--- config.mk ---
export PLATFORM = sky130hd
export DESIGN_NAME = gpio_uart_bridge
export DESIGN_NICKNAME = d
export VERILOG_FILES = /design/src/rtl/gpio_uart_pkg.sv /design/src/rtl/uart_rx_deserializer.sv /design/src/rtl/gpio_uart_bridge.sv
export SDC_FILE = /design/constraint.sdc
export NUM_CORES = 1
export LEC_CHECK = 0
export ABC_AREA = 1
export CORE_MARGIN = 2
export CORE_UTILIZATION = 40
export CTS_CLUSTER_DIAMETER = 80
export DETAILED_ROUTE_END_ITERATION = 10
export PLACE_DENSITY = 0.65
export SYNTH_ARGS = -nofsm -noshare
export SYNTH_HDL_FRONTEND = slang
export SYNTH_SLANG_ARGS = --single-unit
--- constraint.sdc ---
create_clock -name clk -period 2 [get_ports clk]
set_clock_uncertainty 0.2 [all_clocks]
set_input_delay 0.4 -clock clk [delete_from_list [all_inputs] [get_ports clk]]
set_output_delay 0.4 -clock clk [all_outputs]
set_load 0.005 [all_outputs]
--- src/rtl/gpio_uart_pkg.sv ---
// Shared types and bit positions for the GPIO <-> UART bridge.
//   TX/RX FSM state encodings, GPIO_o field positions, status byte layout.
package gpio_uart_pkg;

    typedef enum logic [1:0] {
        TX_IDLE  = 2'd0,
        TX_START = 2'd1,
        TX_DATA  = 2'd2,
        TX_STOP  = 2'd3
    } tx_state_t;

    typedef enum logic [1:0] {
        RX_IDLE  = 2'd0,
        RX_START = 2'd1,
        RX_DATA  = 2'd2,
        RX_STOP  = 2'd3
    } rx_state_t;

    // GPIO_o field positions
    localparam int unsigned TX_DATA_LSB = 0;
    localparam int unsigned TX_REQ_BIT  = 8;
    localparam int unsigned RX_ACK_BIT  = 9;
    localparam int unsigned RD_SEL_BIT  = 10;

    // Status byte bit positions
    localparam int unsigned BUSY      = 0;
    localparam int unsigned TX_ACK    = 1;
    localparam int unsigned RX_VALID  = 2;
    localparam int unsigned OVERRUN   = 3;
    localparam int unsigned FRAME_ERR = 4;

    // Status byte as returned on GPIO_i when read select is low
    typedef struct packed {
        logic [2:0] rsvd;
        logic       frame_err;
        logic       overrun;
        logic       rx_valid;
        logic       tx_ack;
        logic       busy;
    } status_t;

endpackage

--- src/rtl/uart_rx_deserializer.sv ---
// UART 8N1 receiver: 2-flop synchroniser, RX FSM and shift register.
// Ports:
//   clk, rst          clock, async active-high reset
//   i_rx              asynchronous serial input (idle high)
//   o_byte            last shifted byte (valid when o_byte_valid pulses)
//   o_byte_valid      1-cycle pulse: frame with good stop bit received
//   o_frame_err       1-cycle pulse: frame with stop bit 0 received
module uart_rx_deserializer
    import gpio_uart_pkg::*;
#(
    parameter int unsigned CLKS_PER_BIT = 16
) (
    input  logic       clk,
    input  logic       rst,
    input  logic       i_rx,
    output logic [7:0] o_byte,
    output logic       o_byte_valid,
    output logic       o_frame_err
);

    localparam int unsigned TW = $clog2(CLKS_PER_BIT);
    localparam logic [TW-1:0] BIT_LAST  = TW'(CLKS_PER_BIT - 1);
    localparam logic [TW-1:0] HALF_LAST = TW'(CLKS_PER_BIT / 2 - 1);

    logic            r_sync1, r_sync2;
    rx_state_t       r_state, w_state_n;
    logic [TW-1:0]   r_timer, w_timer_n;
    logic [2:0]      r_idx, w_idx_n;
    logic [7:0]      r_shift, w_shift_n;
    logic            r_valid, w_valid_n;
    logic            r_ferr, w_ferr_n;

    // Next-state logic; all sampling uses the synchronised input
    always_comb begin
        w_state_n = r_state;
        w_timer_n = r_timer + TW'(1);
        w_idx_n   = r_idx;
        w_shift_n = r_shift;
        w_valid_n = 1'b0;
        w_ferr_n  = 1'b0;
        case (r_state)
            RX_IDLE: begin
                w_timer_n = '0;
                w_idx_n   = '0;
                if (!r_sync2) w_state_n = RX_START;
            end
            RX_START: begin
                // Mid-start re-check rejects glitches shorter than half a bit
                if (r_timer == HALF_LAST) begin
                    w_timer_n = '0;
                    w_state_n = r_sync2 ? RX_IDLE : RX_DATA;
                end
            end
            RX_DATA: begin
                if (r_timer == BIT_LAST) begin
                    w_timer_n = '0;
                    w_shift_n = {r_sync2, r_shift[7:1]};
                    w_idx_n   = r_idx + 3'd1;
                    if (r_idx == 3'd7) w_state_n = RX_STOP;
                end
            end
            RX_STOP: begin
                if (r_timer == BIT_LAST) begin
                    w_timer_n = '0;
                    w_state_n = RX_IDLE;
                    if (r_sync2) w_valid_n = 1'b1;
                    else         w_ferr_n  = 1'b1;
                end
            end
            default: w_state_n = RX_IDLE;
        endcase
    end

    // State registers; synchroniser resets to idle-high
    always_ff @(posedge clk or posedge rst) begin
        if (rst) begin
            r_sync1 <= 1'b1;
            r_sync2 <= 1'b1;
            r_state <= RX_IDLE;
            r_timer <= '0;
            r_idx   <= '0;
            r_shift <= '0;
            r_valid <= 1'b0;
            r_ferr  <= 1'b0;
        end else begin
            r_sync1 <= i_rx;
            r_sync2 <= r_sync1;
            r_state <= w_state_n;
            r_timer <= w_timer_n;
            r_idx   <= w_idx_n;
            r_shift <= w_shift_n;
            r_valid <= w_valid_n;
            r_ferr  <= w_ferr_n;
        end
    end

    assign o_byte       = r_shift;
    assign o_byte_valid = r_valid;
    assign o_frame_err  = r_ferr;

endmodule

--- src/rtl/gpio_uart_bridge.sv ---
// GPIO <-> UART bridge: toggle-handshaked TX of bytes from the core's GPIO_o
// word, RX holding register and status read back through GPIO_i.
// Ports:
//   clk, rst   clock, async active-high reset
//   GPIO_o     core word: [7:0] TX byte, [8] TX req toggle, [9] RX ack toggle,
//              [10] read select (0 = status, 1 = rx byte), rest ignored
//   GPIO_i     registered byte back to the core
//   rx_i       UART serial input (async, idle high)
//   tx_o       UART serial output (idle high)
module gpio_uart_bridge
    import gpio_uart_pkg::*;
#(
    parameter int unsigned WIDTH        = 32,
    parameter int unsigned CLKS_PER_BIT = 16
) (
    input  logic             clk,
    input  logic             rst,
    input  logic [WIDTH-1:0] GPIO_o,
    output logic [7:0]       GPIO_i,
    input  logic             rx_i,
    output logic             tx_o
);

    localparam int unsigned TW = $clog2(CLKS_PER_BIT);
    localparam logic [TW-1:0] BIT_LAST = TW'(CLKS_PER_BIT - 1);

    // TX path
    tx_state_t       r_tx_state, w_tx_state_n;
    logic [TW-1:0]   r_tx_timer, w_tx_timer_n;
    logic [2:0]      r_tx_idx, w_tx_idx_n;
    logic [7:0]      r_tx_data, w_tx_data_n;
    logic            r_req_lat, w_req_lat_n;
    logic            r_busy, w_busy_n;
    logic            r_tx_ack, w_tx_ack_n;
    logic            r_tx, w_tx_n;
    logic            w_tx_pending;

    // RX holding / handshake
    logic            r_rx_valid, w_rx_valid_n;
    logic            r_overrun, w_overrun_n;
    logic            r_frame_err, w_frame_err_n;
    logic            r_rx_ack_seen, w_rx_ack_seen_n;
    logic [7:0]      r_rx_byte, w_rx_byte_n;

    logic [7:0]      r_gpio_i, w_gpio_i_n;
    status_t         w_status;

    logic [7:0]      w_des_byte;
    logic            w_des_valid;
    logic            w_des_ferr;
    logic            w_unused;

    assign w_unused = &{1'b0, GPIO_o[WIDTH-1:RD_SEL_BIT+1]};

    uart_rx_deserializer #(
        .CLKS_PER_BIT (CLKS_PER_BIT)
    ) u_rx (
        .clk          (clk),
        .rst          (rst),
        .i_rx         (rx_i),
        .o_byte       (w_des_byte),
        .o_byte_valid (w_des_valid),
        .o_frame_err  (w_des_ferr)
    );

    assign w_tx_pending = GPIO_o[TX_REQ_BIT] != r_tx_ack;

    // TX FSM: tx_o is registered from the next-state value so it changes on
    // the same edge that enters each bit
    always_comb begin
        w_tx_state_n = r_tx_state;
        w_tx_timer_n = r_tx_timer + TW'(1);
        w_tx_idx_n   = r_tx_idx;
        w_tx_data_n  = r_tx_data;
        w_req_lat_n  = r_req_lat;
        w_busy_n     = r_busy;
        w_tx_ack_n   = r_tx_ack;
        w_tx_n       = r_tx;
        case (r_tx_state)
            TX_IDLE: begin
                w_tx_timer_n = '0;
                w_tx_idx_n   = '0;
                w_tx_n       = 1'b1;
                if (w_tx_pending) begin
                    w_tx_data_n  = GPIO_o[TX_DATA_LSB +: 8];
                    w_req_lat_n  = GPIO_o[TX_REQ_BIT];
                    w_busy_n     = 1'b1;
                    w_tx_state_n = TX_START;
                    w_tx_n       = 1'b0;
                end
            end
            TX_START: begin
                if (r_tx_timer == BIT_LAST) begin
                    w_tx_timer_n = '0;
                    w_tx_state_n = TX_DATA;
                    w_tx_n       = r_tx_data[0];
                end
            end
            TX_DATA: begin
                if (r_tx_timer == BIT_LAST) begin
                    w_tx_timer_n = '0;
                    w_tx_idx_n   = r_tx_idx + 3'd1;
                    if (r_tx_idx == 3'd7) begin
                        w_tx_state_n = TX_STOP;
                        w_tx_n       = 1'b1;
                    end else begin
                        w_tx_n = r_tx_data[w_tx_idx_n];
                    end
                end
            end
            TX_STOP: begin
                if (r_tx_timer == BIT_LAST) begin
                    w_tx_timer_n = '0;
                    w_tx_state_n = TX_IDLE;
                    w_busy_n     = 1'b0;
                    w_tx_ack_n   = r_req_lat;
                    w_tx_n       = 1'b1;
                end
            end
            default: w_tx_state_n = TX_IDLE;
        endcase
    end

    // RX holding register: an ack clears first, then a same-edge byte lands
    always_comb begin
        w_rx_valid_n    = r_rx_valid;
        w_overrun_n     = r_overrun;
        w_frame_err_n   = r_frame_err;
        w_rx_ack_seen_n = r_rx_ack_seen;
        w_rx_byte_n     = r_rx_byte;
        if (GPIO_o[RX_ACK_BIT] != r_rx_ack_seen) begin
            w_rx_valid_n    = 1'b0;
            w_overrun_n     = 1'b0;
            w_frame_err_n   = 1'b0;
            w_rx_ack_seen_n = GPIO_o[RX_ACK_BIT];
        end
        if (w_des_valid) begin
            if (w_rx_valid_n) w_overrun_n = 1'b1;
            w_rx_valid_n = 1'b1;
            w_rx_byte_n  = w_des_byte;
        end
        if (w_des_ferr) w_frame_err_n = 1'b1;
    end

    // GPIO_i read mux
    always_comb begin
        w_status           = '0;
        w_status.busy      = r_busy;
        w_status.tx_ack    = r_tx_ack;
        w_status.rx_valid  = r_rx_valid;
        w_status.overrun   = r_overrun;
        w_status.frame_err = r_frame_err;
        w_gpio_i_n = GPIO_o[RD_SEL_BIT] ? r_rx_byte : w_status;
    end

    always_ff @(posedge clk or posedge rst) begin
        if (rst) begin
            r_tx_state    <= TX_IDLE;
            r_tx_timer    <= '0;
            r_tx_idx      <= '0;
            r_tx_data     <= '0;
            r_req_lat     <= 1'b0;
            r_busy        <= 1'b0;
            r_tx_ack      <= 1'b0;
            r_tx          <= 1'b1;
            r_rx_valid    <= 1'b0;
            r_overrun     <= 1'b0;
            r_frame_err   <= 1'b0;
            r_rx_ack_seen <= 1'b0;
            r_rx_byte     <= '0;
            r_gpio_i      <= '0;
        end else begin
            r_tx_state    <= w_tx_state_n;
            r_tx_timer    <= w_tx_timer_n;
            r_tx_idx      <= w_tx_idx_n;
            r_tx_data     <= w_tx_data_n;
            r_req_lat     <= w_req_lat_n;
            r_busy        <= w_busy_n;
            r_tx_ack      <= w_tx_ack_n;
            r_tx          <= w_tx_n;
            r_rx_valid    <= w_rx_valid_n;
            r_overrun     <= w_overrun_n;
            r_frame_err   <= w_frame_err_n;
            r_rx_ack_seen <= w_rx_ack_seen_n;
            r_rx_byte     <= w_rx_byte_n;
            r_gpio_i      <= w_gpio_i_n;
        end
    end

    assign tx_o   = r_tx;
    assign GPIO_i = r_gpio_i;

endmodule
* Word-level counts from Yosys, hierarchy flattened
Cells that the tools add are included. W data, S select, Z words.
Word-level totals: register bits 62, input port bits 35, output and inout bits 9, logic and storage cells 114
Operators by class: add/subtract/negate cells 4, $lt $le $gt $ge 1, equality and inequality tests 23, muxes and demuxes 47, reductions and logical operators 17
Operator list (count):
- $mux W2 | 11
- $mux W1 | 21
- $pmux W2 S4 | 2
- $mux W4 | 3
- $ne A2 B2 Y1 const B | 6
- $pmux W3 S2 | 2
- $pmux W4 S3 | 1
- $reduce_and A2 Y1 | 5
- $reduce_and A5 Y1 | 2
- $add A4 B1 Y4 const B | 2
- $eq A2 B2 Y1 const B | 4
- $eq A4 B4 Y1 const B | 2
- $mux W8 | 1
- $ne A2 B1 Y1 const B | 4
- $pmux W4 S2 | 1
- $reduce_bool A2 Y1 | 4
- $add A3 B1 Y3 const B | 2
- $eq A3 B3 Y1 const B | 2
- $mux W3 | 2
- $reduce_and A3 Y1 | 2
- $eq A2 B1 Y1 const B | 2
- $eq A4 B3 Y1 const B | 1
- $logic_not A2 Y1 | 2
- $lt A3 B4 Y1 const B | 1
- other kinds (6) | 7

* Logic depth before layout (Yosys ltp)
depth after elaboration 6, depth in mapped cells 10

* Hierarchy
A second synthesis with hierarchy kept.
Second synthesis, totals: cells, all modules 302, area, all modules 2791.4 µm²
By module, submodules not included:
- gpio_uart_bridge | times used 1, cells an instance 205, area an instance 1816.7 µm², sequential area each 1027.2 µm²
- uart_rx_deserializer | times used 1, cells an instance 97, area an instance 974.7 µm², sequential area each 528.0 µm²

* Worst setup path after synthesis
OpenSTA, ideal clock, no wires.
kind register -> register, start register r_tx_state[0], end register r_tx_state[0], setup time 124 ps, arrival 1236 ps, data required time 1676 ps, slack 439 ps, cell stages (with the launch flop) 7, path buffers 0, clock period less this slack 1561 ps, cell sequence dfrtp_1 inv_1 ha_1 o31ai_2 inv_1 nor3_1 a21oi_1
On the way: cells in the longest elaborated chain, start to end 3
RTL lines:
- start: declaration | line gpio_uart_bridge.sv:28 | tx_state_t r_tx_state, w_tx_state_n;
- start signal: assignment | line gpio_uart_bridge.sv:173 | r_tx_state <= w_tx_state_n;
- $eq A2 B2 Y1 (tied with other cells) | line gpio_uart_bridge.sv:79 | case (r_tx_state)
- $ne A2 B2 Y1 (no source line)
- $reduce_and A5 Y1 (no source line)
Parallel ways exist; a longest one is shown, timed or not. A chain may end at the register's enable or synchronous reset.

* Worst setup path after layout
start register r_gpio_i[0], in the netlist GPIO_i[0], end output port GPIO_i[0]
RTL lines:
- start: declaration | line gpio_uart_bridge.sv:45 | logic [7:0] r_gpio_i, w_gpio_i_n;
- start signal: assignment | line gpio_uart_bridge.sv:186 | r_gpio_i <= w_gpio_i_n;
- end: declaration | line gpio_uart_bridge.sv:19 | output logic [7:0] GPIO_i,
No word-level cell between the ends.

==> reports/qor.yml <==
yosys_warnings: 0
seqPwrFrac_pct: 43.9
async_flop_share_pct: 100
combPwrFrac_pct: 27.9
num_vias: 1926
ys_types: 22
p_switching_w: 0.00125
wl_per_cell_um: 10.9
ios: 44
grt_max_degree: 31
seq_area_frac_synth_pct: 58.1
critPathKind: "reg -> out"
fin_nets: 380
drc: 2
die_area_um2: 7360
synth_xor_area_share_pct: 0.655
ctsHtreeMaxLevel: 3
row_count: 29
hold_path_class: "in -> async"
antenna_left: 0
ys.flop_type: "dfrtp_1"
cp_max_fo: 1
synthMuxAreaShare_pct: 0
switching_share_pct: 33.0
crit_path_top_delay_cell: "clkdlybuf4s50_1"
path_cells: "clkdlybuf4s50_1"
grt_pass1_vias: 1967
fill_cells: 582
firstDrtPassIters: 8
worstSkewPairLatency_ns: 0.34
powerDensity_nw_per_um2: 1170
via_per_inst: 4.64
syn2layout_area_growth_pct: 20.6
hold_viol: 0
grt_overflow: 0
rsz0062_at_grt: "no"
final_common_cell: "nand2_1"
violations: "DRC"
clockBufferDepth: 2
core_um2: 6420
diodes: 0
die_h_um: 85.8
ir_drop_v: 0.000658
crit_path_end_kind: "output pin"
finalWirelength_um: 4530
start_util_pct: 41.7
seq_area_um2: 1560
finish.utilization_pct: 50.2
cts_setup_buffers: 0
slew_headroom_pct: 76.5
cts-root-buf: "clkbuf_8"
final_cell_mix: "nand2_1, dfrtp_1, inv_1, nor2_1, clkdlybuf4s50_1"
cts_buffers: 9
syn_avg_cell_area_um2: 8.86
track_usage_pct: 14.6
clock-sinks: 62
multi_input_area_um2: 925
cts_tree: "built"
drt_iter0_markers: 96
final-setup-viol-count: 0
syn_inst: 302
yosys.area_share.adder_pct: 5.14
die_w_um: 85.8
p_leak_nw: 1.67
path_delay_family: "buffers and inverters"
clkPwrFrac_pct: 28.2
drv_slew: 0
tightest_slew_ns: 0.352
startpoint: "GPIO_i[0]"
numPortBuffers: 22
synth_top_family_by_area: "simple AND/OR/NAND/NOR gates"
setup-tns-final_ns: 0
synthSimpleGateAreaFrac_pct: 20.3
maxCapViolCount: 0
crit_required_ns: 1.40
status: "complete, but fails checks"
synth_edf_count: 0
fin_crit_sh_pct: 88.3
syn_area_um2: 2680
fmax_mhz: 566
detailed_place_hpwl_um: 3300
ys_ff_latch: 62
synth_compound_area_share_pct: 8.51
worst_path_largest_cell_delay_ns: 0.51
period_needed_ns: 1.77
antenna_found_initial: 0
cp.buffers_inverters: 1
syn-num-nets: 348
power.internal_w: 0.00254
worstSetupStartpointType: "flip-flop"
arrival_ns: 1.17
layout-drive-gt1-share_pct: 9.17
grt_pass1_wl_um: 8450
rr_startpoint: "r_tx_state[0]"
path_clk_slew_ns: 0.07
place.gp.congestion: 0.814
[cell type report]
type | count | share of cell area [%]
well taps | 77 | 2.99
repair buffers | 28 | 9.07
clock inverters | 4 | 1.47
flip-flops and latches | 62 | 48.2
inverters | 44 | 5.23
clock buffers | 11 | 4.38
multi-input cells | 189 | 28.7
[per-stage QoR]
stage	total power (W)	hold slack, ns	area [um2]	cells	setup WS, ns
after global routing	0.00412	0.157	3230	415	0.107
after detailed placement	0.00276	0.150	3040	400	0.148
after floorplan	0.00248	0.145	2680	302	0.439
after CTS	0.00383	0.148	3220	415	0.0197
after global placement	0.00273	0.146	3040	400	0.169
final	0.00378	0.149	3230	415	0.235
[power groups by stage]
stage | registers [W] | clock network [W] | logic [W]
3_5_place_dp | 0.00168 | 0 | 0.00108
6_report | 0.00166 | 0.00107 | 0.00105
5_1_grt | 0.00169 | 0.00116 | 0.00127
3_3_place_gp | 0.00168 | 0 | 0.00105
2_1_floorplan | 0.00165 | 0 | 0.000827
4_1_cts | 0.00166 | 0.00109 | 0.00108
[cells by family after synthesis]
| group | count (synthesis) |
|---|---|
| simple gates | 136 |
| flops | 62 |
| buf+inv | 51 |
| compound gates | 40 |
| fa+ha+maj | 11 |
| xor+xnor | 2 |
[cells in the mapped netlist (4+ instances only)]
cell	instances	share of area, %
nand2_1	92	13
dfrtp_1	59	55
inv_1	42	5.9
nor2_1	25	3.5
a21oi_1	16	3.0
nand3_1	13	2.4
o21ai_0	13	2.4
ha_1	11	5.1
o21ai_1	7	1.3
clkbuf_1	4	0.56
[per-layer routing]
layer	wire length [um]	track usage (%)	part of all wire (%)
met4	51	5.63	1.1
met2	2060	22.9	45
met1	2210	19.0	49
met3	215	4.72	4.7
met5	0	0	0
[state kept, by name, summed over array words and instances, names as in the netlist, named ones only]
register,flops
u_rx.o_byte_valid,1
r_tx_ack,1
u_rx.o_frame_err,1
r_rx_ack_seen,1
r_rx_valid,1
r_tx_idx,3
r_tx_data,8
r_overrun,1
r_tx_timer,4
tx_o,1
u_rx.r_sync2,1
u_rx.r_idx,3
u_rx.r_state,1
r_req_lat,1
r_frame_err,1
r_tx_state,2
u_rx.r_timer,4
r_rx_byte,8
u_rx.o_byte,8
r_busy,1
u_rx.r_sync1,1
GPIO_i,8
[path summary, 6_finish.rpt]
kind / cells past startpoint / endpoint / slack, ns
worst max register to register: 6 / r_tx_state[0] / 0.24
min in group clk: 0 / u_rx.r_sync2 / 0.16
worst min-delay path: 2 / GPIO_i[4] / 0.15
max in group asynchronous: 3 / tx_o / 0.96
worst min register to register: 0 / u_rx.r_sync2 / 0.16
worst max-delay path: 1 / GPIO_i[0] / 0.23
[timing repair]
action	in CTS	in global routing
hold buffers	0	0
resized for setup	0	1
setup endpoints to repair	0	1
Power figures use the tool's default switching activity.
